### config.mk
export PLATFORM = sky130hd
export DESIGN_NAME = memory_port_arbiter
export DESIGN_NICKNAME = d
export VERILOG_FILES = /design/src/rtl/memory_port_arbiter.sv
export SDC_FILE = /design/constraint.sdc
export NUM_CORES = 1
export LEC_CHECK = 0
export CORE_UTILIZATION = 42
export CTS_CLUSTER_DIAMETER = 80
export DETAILED_ROUTE_END_ITERATION = 8
export PLACE_DENSITY = 0.88
export SLEW_MARGIN = 20
export SYNTH_ARGS = -nofsm -noshare
export SYNTH_HDL_FRONTEND = slang
export SYNTH_SLANG_ARGS = --single-unit
### constraint.sdc
create_clock -name clock -period 2.4 [get_ports clock]
set_clock_uncertainty 0.1 [all_clocks]
set_input_delay 0.6 -clock clock [delete_from_list [all_inputs] [get_ports clock]]
set_output_delay 0.6 -clock clock [all_outputs]
set_load 0.01 [all_outputs]
### src/rtl/memory_port_arbiter.sv
// Arbitrates the core's fetch and load/store ports onto one single-ported memory.
// Data has priority, fetch is protected by a starvation limit, and one access is in flight at a time.
module memory_port_arbiter #(
    parameter int ADDR_WIDTH   = 32,
    parameter int DATA_WIDTH   = 32,
    parameter int MEM_LATENCY  = 1,
    parameter int STARVE_LIMIT = 4
) (
    input  logic                  clock,
    input  logic                  reset,
    input  logic                  fetch_req,
    input  logic [ADDR_WIDTH-1:0] fetch_address,
    output logic                  fetch_ready,
    output logic                  fetch_valid,
    output logic [DATA_WIDTH-1:0] fetch_data,
    input  logic                  data_req,
    input  logic                  data_write,
    input  logic [ADDR_WIDTH-1:0] data_address,
    input  logic [DATA_WIDTH-1:0] data_write_data,
    output logic                  data_ready,
    output logic                  data_valid,
    output logic [DATA_WIDTH-1:0] data_read_data,
    output logic                  mem_enable,
    output logic                  mem_write,
    output logic [ADDR_WIDTH-1:0] mem_address,
    output logic [DATA_WIDTH-1:0] mem_write_data,
    input  logic [DATA_WIDTH-1:0] mem_read_data
);

    localparam logic [1:0] IDLE    = 2'd0;
    localparam logic [1:0] WAIT    = 2'd1;
    localparam logic [1:0] RESPOND = 2'd2;

    localparam logic [2:0] LATENCY_LOAD = 3'(MEM_LATENCY - 1);
    localparam logic [3:0] LIMIT        = 4'(STARVE_LIMIT);

    logic [1:0]            state;
    logic                  owner_data;
    logic                  owner_write;
    logic [2:0]            count;
    logic [3:0]            starve_count;
    logic [ADDR_WIDTH-1:0] last_address;
    logic [DATA_WIDTH-1:0] last_write_data;

    logic can_issue;
    logic grant_data;
    logic grant_fetch;
    logic issue;

    // Issue is blocked while reset is held so every output reads 0 during reset.
    // NOTE: every signal assigned in always_comb gets a value on every path, so no latch is inferred.
    always_comb begin
        can_issue   = reset && (state != WAIT);
        grant_data  = can_issue && data_req && !(fetch_req && (starve_count == LIMIT));
        grant_fetch = can_issue && fetch_req && !grant_data;
        issue       = grant_data || grant_fetch;
    end

    assign fetch_ready    = grant_fetch;
    assign data_ready     = grant_data;
    assign mem_enable     = issue;
    assign mem_write      = grant_data && data_write;
    assign mem_address    = grant_data  ? data_address :
                            grant_fetch ? fetch_address : last_address;
    assign mem_write_data = grant_data  ? data_write_data : last_write_data;

    // NOTE: all state here uses non-blocking assignments so every register samples pre-edge values.
    always_ff @(posedge clock) begin
        if (!reset) begin
            state           <= IDLE;
            owner_data      <= 1'b0;
            owner_write     <= 1'b0;
            count           <= 3'd0;
            starve_count    <= 4'd0;
            last_address    <= '0;
            last_write_data <= '0;
            fetch_valid     <= 1'b0;
            data_valid      <= 1'b0;
            fetch_data      <= '0;
            data_read_data  <= '0;
        end else begin
            fetch_valid <= 1'b0;
            data_valid  <= 1'b0;

            if (issue) begin
                owner_data      <= grant_data;
                owner_write     <= mem_write;
                count           <= LATENCY_LOAD;
                last_address    <= mem_address;
                last_write_data <= mem_write_data;
            end

            if (grant_fetch) begin
                starve_count <= 4'd0;
            end else if (grant_data && fetch_req && (starve_count != LIMIT)) begin
                starve_count <= starve_count + 4'd1;
            end

            case (state)
                IDLE, RESPOND: state <= issue ? WAIT : IDLE;
                WAIT: begin
                    if (count != 3'd0) begin
                        count <= count - 3'd1;
                    end else begin
                        state <= RESPOND;
                        if (owner_data) begin
                            data_valid <= 1'b1;
                            // A store completes without touching the load data register.
                            if (!owner_write) begin
                                data_read_data <= mem_read_data;
                            end
                        end else begin
                            fetch_valid <= 1'b1;
                            fetch_data  <= mem_read_data;
                        end
                    end
                end
                default: state <= IDLE;
            endcase
        end
    end

endmodule

## After elaboration in Yosys (flattened, before gate mapping)

Cells that the tools add are included.

- Register bits: 141
- Bits of input ports: 133
- Logic and storage cells: 54

- Add/subtract/negate cells: 2
- Eq/ne operators: 6
- Mux-type cells: 11
- Bitwise logic cells: 5
- Reductions and logical operators: 19

Operator list:

| kind | count |
|---|---|
| $mux W32 | 3 |
| $logic_and A1 B1 Y1 | 9 |
| $mux W3 | 3 |
| $not A1 Y1 | 5 |
| $add A4 B1 Y4 const B | 1 |
| $eq A4 B3 Y1 const B | 1 |
| $ne A4 B3 Y1 const B | 1 |
| $pmux W2 S2 | 1 |
| $reduce_and A4 Y1 | 1 |
| $reduce_or A2 Y1 | 2 |
| $mux W1 | 3 |
| $reduce_and A3 Y1 | 1 |
| $reduce_bool A3 Y1 | 1 |
| $reduce_or A3 Y1 | 1 |
| $sub A3 B1 Y3 const B | 1 |
| $eq A2 B1 Y1 const B | 1 |
| $eq A2 B2 Y1 const B | 1 |
| $logic_not A1 Y1 | 2 |
| $logic_not A2 Y1 | 1 |
| $mux W2 | 1 |
| $ne A2 B1 Y1 const B | 1 |
| $ne A2 B2 Y1 const B | 1 |
| $logic_or A1 B1 Y1 | 1 |

## Depth between registers and ports, before layout

Gate-level depths: netlist of the first run.

- Depth in word-level cells: 10
- Gate-level depth with buffers: 8

## Worst setup path after synthesis of the first run

OpenSTA, ideal clock, no wires.

- Path type: input-to-output
- From: input data_req
- To: output mem_address[0]
- Data arrival time: 1.714 ns
- Required time: 1.700 ns
- Slack: -0.014 ns
- Stages: 6
- Buffers on the path: 3
- Path through: clkbuf_1 -> o2111a_2 -> buf_6 -> buf_2 -> a22oi_1 -> nand2_1

- Cells in the longest elaborated chain, start to end: 6

RTL lines:

| item | RTL line | text |
|---|---|---|
| start, declared | 16 | `input logic data_req,` |
| $logic_and A1 B1 Y1 * (2 in a row) | 54 | `grant_data = can_issue && data_req && !(fetch_req && (starve_count == LIMIT));` |
| named net data_ready | 20 | `output logic data_ready,` |
| $logic_not A1 Y1 | 55 | `grant_fetch = can_issue && fetch_req && !grant_data;` |
| $logic_and A1 B1 Y1 | 55 |  |
| $mux W32 | 64 | `grant_fetch ? fetch_address : last_address;` |
| $mux W32 * | 63 | `assign mem_address = grant_data ? data_address :` |
| end, declared | 25 | `output logic [ADDR_WIDTH-1:0] mem_address,` |

The timed path passes the listed nets; every way through them passes the cells marked *.

## Final worst setup path of the first run

- From: register starve_count[1]
- To: output mem_write_data[30]

- Cells in the longest elaborated chain, start to end: 5

RTL lines:

| item | RTL line | text |
|---|---|---|
| start, declared | 41 | `logic [3:0] starve_count;` |
| start signal, assigned | 96 | `starve_count <= starve_count + 4'd1;` |
| $eq A4 B3 Y1 | 54 |  |
| $logic_and A1 B1 Y1 | 54 |  |
| $logic_not A1 Y1 | 54 |  |
| $logic_and A1 B1 Y1 | 54 |  |
| $mux W32 | 65 | `assign mem_write_data = grant_data ? data_write_data : last_write_data;` |
| end, declared | 26 | `output logic [DATA_WIDTH-1:0] mem_write_data,` |

Every way passes these cells.

==> results of run 1 <==
## critical path, cell delays in order, from the launching register on
cell and delay (ns):
sky130_fd_sc_hd__dfxtp_2 0.34, sky130_fd_sc_hd__inv_2 0.04, sky130_fd_sc_hd__ha_4 0.16, sky130_fd_sc_hd__nand3b_4 0.10
sky130_fd_sc_hd__o2111a_2 0.28, sky130_fd_sc_hd__buf_12 0.24, sky130_fd_sc_hd__mux2_2 0.37, sky130_fd_sc_hd__dlygate4sd2_1 0.28
## logic make-up (layout without fill, tap and decap cells)
| kind of cell | Yosys count | count (layout) | share of synthesized area [%] |
|---|---|---|---|
| buffers and inverters | 52 | 385 | 4.20 |
| muxes | 32 | 32 | 8.17 |
| DFF | 141 | 141 | 48.3 |
| AOI/OAI and AO/OA | 118 | 118 | 15.2 |
| and+or+nand+nor | 314 | 314 | 23.3 |
| adders and majority gates | 4 | 4 | 0.857 |
## worst paths after layout
check        slack (ns)             endpoint  cells after the start
max               -0.53   mem_write_data[30]                      7
min                0.35   data_read_data[12]                      2
max reg2reg        0.34  last_write_data[28]                      9
min reg2reg        0.35   data_read_data[12]                      2
## registers in the layout, indices dropped and copies added, names as in the netlist
signal	count
fetch_valid	1
state	2
count	3
starve_count	4
owner_data	1
owner_write	1
last_write_data	32
data_read_data	32
fetch_data	32
data_valid	1
last_address	32
## cell usage after synthesis (all sizes together)
master | number | share of area [%]
a211oi | 1 | 0.21
a21boi | 74 | 9.5
a21oi | 1 | 0.086
a22oi | 33 | 4.2
a31oi | 1 | 0.11
and2 | 36 | 3.9
and2b | 1 | 0.13
and3 | 3 | 0.32
and3b | 1 | 0.15
and4bb | 1 | 0.21
buf | 19 | 2.1
clkbuf | 26 | 1.7
dfxtp | 141 | 48
ha | 4 | 0.86
inv | 7 | 0.45
mux2 | 32 | 8.2
nand2 | 249 | 16
nand2b | 2 | 0.21
nand3 | 2 | 0.17
nand3b | 4 | 0.73
nand4 | 1 | 0.11
nand4b | 1 | 0.15
nor2 | 4 | 0.26
nor2b | 5 | 0.54
nor3 | 1 | 0.086
nor3b | 1 | 0.13
nor4 | 1 | 0.11
o2111a | 1 | 0.21
o21a | 4 | 0.51
o21ai | 3 | 0.26
or3 | 1 | 0.11
## stage by stage
step	setup TNS (ns)	total power [mW]
CTS	-27.28	6.41
finish	-24.64	6.42
floorplan	0	2.95
global placement	-51.63	3.55
detailed placement	-52.65	3.57
global route	-30.07	6.63
## cell type report
| cell class | count | area (um^2) | area share, % |
|---|---|---|---|
| timing repair buffer | 346 | 3380 | 33.6 |
| multi-input combinational | 468 | 2990 | 29.7 |
| sequential | 141 | 2830 | 28.1 |
| clock buffer | 19 | 443 | 4.40 |
| tap | 176 | 220 | 2.19 |
| clock inverter | 13 | 188 | 1.86 |
| inverter | 7 | 26.3 | 0.261 |
## power groups by stage
stage	Sequential [mW]	Combinational, mW	Clock (mW)
3_3_place_gp	2.54	1.01	0
4_1_cts	2.49	1.09	2.83
6_report	2.50	1.14	2.79
5_1_grt	2.50	1.21	2.92
3_5_place_dp	2.54	1.03	0
2_1_floorplan	2.54	0.403	0
## metal layers
layer  track usage [%]  up-vias  share of wire [%]
met5                 0        -                  0
met4              11.9        0                2.4
met3              6.27       35                6.1
met2              45.6      218                 52
met1              29.2     2688                 40
li1                  -     2807                  -
## timing repair
action	4_1_cts	5_1_grt
pin swaps	7	9
endpoints found under the setup margin	68	68
cloned	2	0
buffers inserted	22	11
resized for setup	273	101
==> reports/qor.yml, run 1 <==
place:
  place.detailed.instances: 1103
  hpwl_um: 11500
  place.gp.congestion: 0.806
  placedInstanceArea_um2: 8910
  place.port_buffers: 266
  place_worst_setup_slack_ns: -0.840
pwr:
  power-per-cell-area_nw_per_um2: 637
  power.switching_fraction_pct: 24.0
  p_switching_mw: 1.54
  p_int_mw: 4.88
  power_frac_clock_pct: 43.4
  power.sequential.fraction_pct: 38.9
  worst_ir_drop_vdd_v: 0.000373
  p_leak_nw: 4.21
  p_comb_share_pct: 17.7
floorplan:
  ios: 267
  die_w_um: 120
  dieHeight_um: 120
  placement_rows: 42
  initial_utilization_pct: 43.6
  core_area_um2: 13400
  dieArea_um2: 14400
critical_path:
  regToRegStartpoint: "starve_count[0]"
  cp_data_arrival_time_ns: 2.23
  crit_path_max_fanout: 26
  critical_path.startpoint_type: "register"
  setup.worst_path.class: "register to output port"
  required_ns: 1.70
  crit_path_end_kind: "output port"
  setup.worst_path.start: "starve_count[1]"
grt:
  grt_pass1_vias: 5924
  grt_start_max_net_pins: 74
  antenna_found_initial: 0
  grt_pass1_wl_um: 29200
  groute.usage.overall_pct: 25.9
  gr-total-overflow: 0
clocking:
  cts.htree.levels: 4
  clock_tree.root_cell: "sky130_fd_sc_hd__clkbuf_16"
  tritoncts_clock_tree: "yes"
  cts_buffer_depth: 2
  tritoncts.num_buffers: 17
  clk-insertion-delay-late_ns: 0.41
  cts_num_sinks: 141
  clk_pin_slew_ns: 0.06
  cts-hold-fix-buffers: 0
route:
  drc: 0
  route.vias.total: 5748
  route.detailed.vias_per_inst: 4.91
  drt_pass1_iterations: 5
  drt.antenna.violating_nets: 0
  routed_wire_length_per_instance_um: 16.2
  detail_route.iter0.violations: 309
  detail_route.wirelength_um: 18900
logic_synthesis:
  ys_types: 37
  synthesis.area_um2: 5840
  register_bit_total_from_synthesis: 141
  synth_fp_nets: 798
  syn_avg_cell_area_um2: 8.83
  instance_count_of_the_mapped_netlist: 661
  synth_sequential_area_ratio_pct: 48.3
  synth-warning-count: 0
hold_path:
  holdCritPathClass: "register to register"
  worst_hold_startpoint: "data_read_data[12]"
status:
  failing_checks: "negative setup slack"
  outcome: "finished with violations"
sta:
  min_period_ns: 2.93
  setup_repair_after_global_routing_missed_its_margin: "yes"
  worstMarginPinSlew_ns: 0.636
  tcrit_tclk_final_pct: 122
  worst_slew_margin_pct: 57.6
  postLayoutSetupSlackWorst_ns: -0.532
  hold_ws_ns: 0.348
  achievable-frequency_mhz: 341
  maxSlewViolCount: 0
  setup_viol: 67
  report.final.hold_viol_count: 0
finish:
  mostFrequentLayoutCell: "sky130_fd_sc_hd__nand2_1"
  fillers: 890
  layout-drive-gt1-share_pct: 26.6
  finalNonFillerCells: 1170
  syn2layout_area_growth_pct: 72.6
  layout.cells.most_common_list: "240 x sky130_fd_sc_hd__nand2_1, 195 x sky130_fd_sc_hd__clkdlybuf4s50_1, 138 x sky130_fd_sc_hd__dfxtp_1"
  finalNetCount: 1118
  final_area_um2: 10100
  antenna_cells_inserted: 0
  final_core_utilization_pct: 75.2
run:
  max-cap-violations: 0
No activity file was read; power rests on OpenSTA's default activity.
==> run 2, diff against run 1 <==
--- a/config.mk
+++ b/config.mk
@@ -8,6 +8,7 @@
 export CORE_UTILIZATION = 42
 export CTS_CLUSTER_DIAMETER = 80
 export DETAILED_ROUTE_END_ITERATION = 8
+export MAX_ROUTING_LAYER = met4
 export PLACE_DENSITY = 0.88
 export SLEW_MARGIN = 20
 export SYNTH_ARGS = -nofsm -noshare
==> constraint.sdc (replaced) <==
create_clock -name clock -period 3 [get_ports clock]
set_clock_uncertainty 0.1 [all_clocks]
set_input_delay 0.75 -clock clock [delete_from_list [all_inputs] [get_ports clock]]
set_output_delay 0.75 -clock clock [all_outputs]
set_load 0.01 [all_outputs]
==> reports/qor.yml, run 2 (synthesis results as in run 1) <==
sta:
  worst_slew_margin_pct: 35.0
  maxSlewViolCount: 0
  fin_tns_setup_ns: 0
  worstMarginPinSlew_ns: 0.975
  setup_viol: 0
  tcrit_tclk_final_pct: 99.8
  setup_repair_after_global_routing_missed_its_margin: "yes"
  report.final.hold_viol_count: 0
  achievable-frequency_mhz: 334
  min_period_ns: 2.99
  postLayoutSetupSlackWorst_ns: 0.00670
clocking:
  clk_pin_slew_ns: 0.06
  tritoncts.num_buffers: 17
  cts_buffer_depth: 2
  clock_tree.root_cell: "sky130_fd_sc_hd__clkbuf_16"
  cts-hold-fix-buffers: 0
  tritoncts_clock_tree: "yes"
  clk-insertion-delay-late_ns: 0.41
  cts.htree.levels: 4
  cts_num_sinks: 141
floorplan:
  dieArea_um2: 14400
  placement_rows: 42
  dieHeight_um: 120
  core_area_um2: 13400
  die_w_um: 120
  ios: 267
  initial_utilization_pct: 43.6
pwr:
  power-per-cell-area_nw_per_um2: 513
  worst_ir_drop_vdd_v: 0.000350
  p_leak_nw: 4.08
critical_path:
  crit_path_end_kind: "output port"
  path_cells: "inv_2 > ha_4 > nand3b_4 > o2111a_2 > buf_6 > buf_6 > buf_16 > mux2_4 > buf_6"
  cpMostUsedCell: "sky130_fd_sc_hd__buf_6"
  critPathMaxStageDelay_ns: 0.32
  required_ns: 2.15
  setup.worst_path.class: "register to output port"
  crit_path_max_fanout: 6
  cp_data_arrival_time_ns: 2.14
  critical_path.startpoint_type: "register"
  cp_slowest_cell: "sky130_fd_sc_hd__dfxtp_2"
hold_path:
  holdCritPathClass: "register to register"
place:
  place.detailed.instances: 1090
  hpwl_um: 11100
  place.gp.congestion: 0.796
  place_worst_setup_slack_ns: -0.557
  place.port_buffers: 266
run:
  max-cap-violations: 0
route:
  drt.antenna.violating_nets: 0
  routed_wire_length_per_instance_um: 15.2
  route.detailed.vias_per_inst: 4.92
  drc: 0
  detail_route.iter0.violations: 393
  route.vias.total: 5648
  detail_route.wirelength_um: 17500
  drt_pass1_iterations: 6
finish:
  antenna_cells_inserted: 0
  syn2layout_area_growth_pct: 66.3
  layout.cells.most_common_list: "249 x sky130_fd_sc_hd__nand2_1, 196 x sky130_fd_sc_hd__clkdlybuf4s50_1, 139 x sky130_fd_sc_hd__dfxtp_1"
  finalNonFillerCells: 1149
  finalNetCount: 1097
  sequential_cell_area_um2: 2830
  mostFrequentLayoutCell: "sky130_fd_sc_hd__nand2_1"
  total_area_of_multi_input_combinational_cells_um2: 2950
  layout-drive-gt1-share_pct: 22.8
  fillers: 995
grt:
  grt_pass1_wl_um: 27100
  grt_pass1_vias: 5627
  groute.usage.overall_pct: 24.6
  antenna_found_initial: 0
  gr-total-overflow: 0
  grt_start_max_net_pins: 94
status:
  outcome: "finished clean"
## run 2: power by group
part | leakage [nW] | internal [mW] | switching (mW)
clock network | 0.294 | 1.35 | 0.784
registers | 1.15 | 1.96 | 0.0395
logic | 2.63 | 0.490 | 0.359
## run 2: per-layer routing
layer  global-route usage [%]  routed length, um  vias to the layer above
li1                         -                  -                     2769
met1                     28.6               7340                     2652
met2                     42.1               8960                      201
met3                     4.99                836                       26
met4                     8.36                318                        0
met5                        -                  0                        -
## run 2: critical path: cells and delay by family, from the launching register on
kind / cells / cell delay [ns]
DFF: 1 / 0.32
buffers and inverters: 5 / 0.59
adders and majority gates: 1 / 0.14
AOI/OAI and AO/OA: 1 / 0.28
muxes: 1 / 0.31
and+or+nand+nor: 1 / 0.08
## run 2: area by class of cell
cell class	instances	area share [%]
Clock inverter	10	1.43
Inverter	7	0.271
Timing Repair Buffer	325	31.8
Sequential cell	141	29.1
Multi-Input combinational cell	468	30.4
Clock buffer	22	4.78
Tap cell	176	2.27
## run 2: metrics by stage
| step | area, um^2 | utilization, % | power, mW | hold slack [ns] |
|---|---|---|---|---|
| global placement | 8800 | 65.6 | 2.83 | 0.329 |
| CTS | 9780 | 73.0 | 5.01 | 0.344 |
| finish | 9710 | 72.5 | 4.98 | 0.343 |
| global route | 9710 | 72.5 | 5.17 | 0.366 |
| floorplan | 5840 | - | 2.36 | 0.323 |
| detailed placement | 8800 | 65.6 | 2.84 | 0.335 |
## run 2: what timing repair did
item	4_1_cts	5_1_grt
resized for setup	232	54
cloned	4	2
setup endpoints to repair	68	63
pin swaps	16	9
setup buffers	11	10
## run 2: worst paths after layout
kind / start / slack, ns / to / cells past startpoint
worst max-delay path: starve_count[0] / 0.007 / mem_write_data[10] / 9
worst min-delay path: last_address[0] / 0.34 / last_address[0] / 2
worst max register to register: starve_count[0] / 0.90 / last_write_data[10] / 10
worst min register to register: last_address[0] / 0.34 / last_address[0] / 2
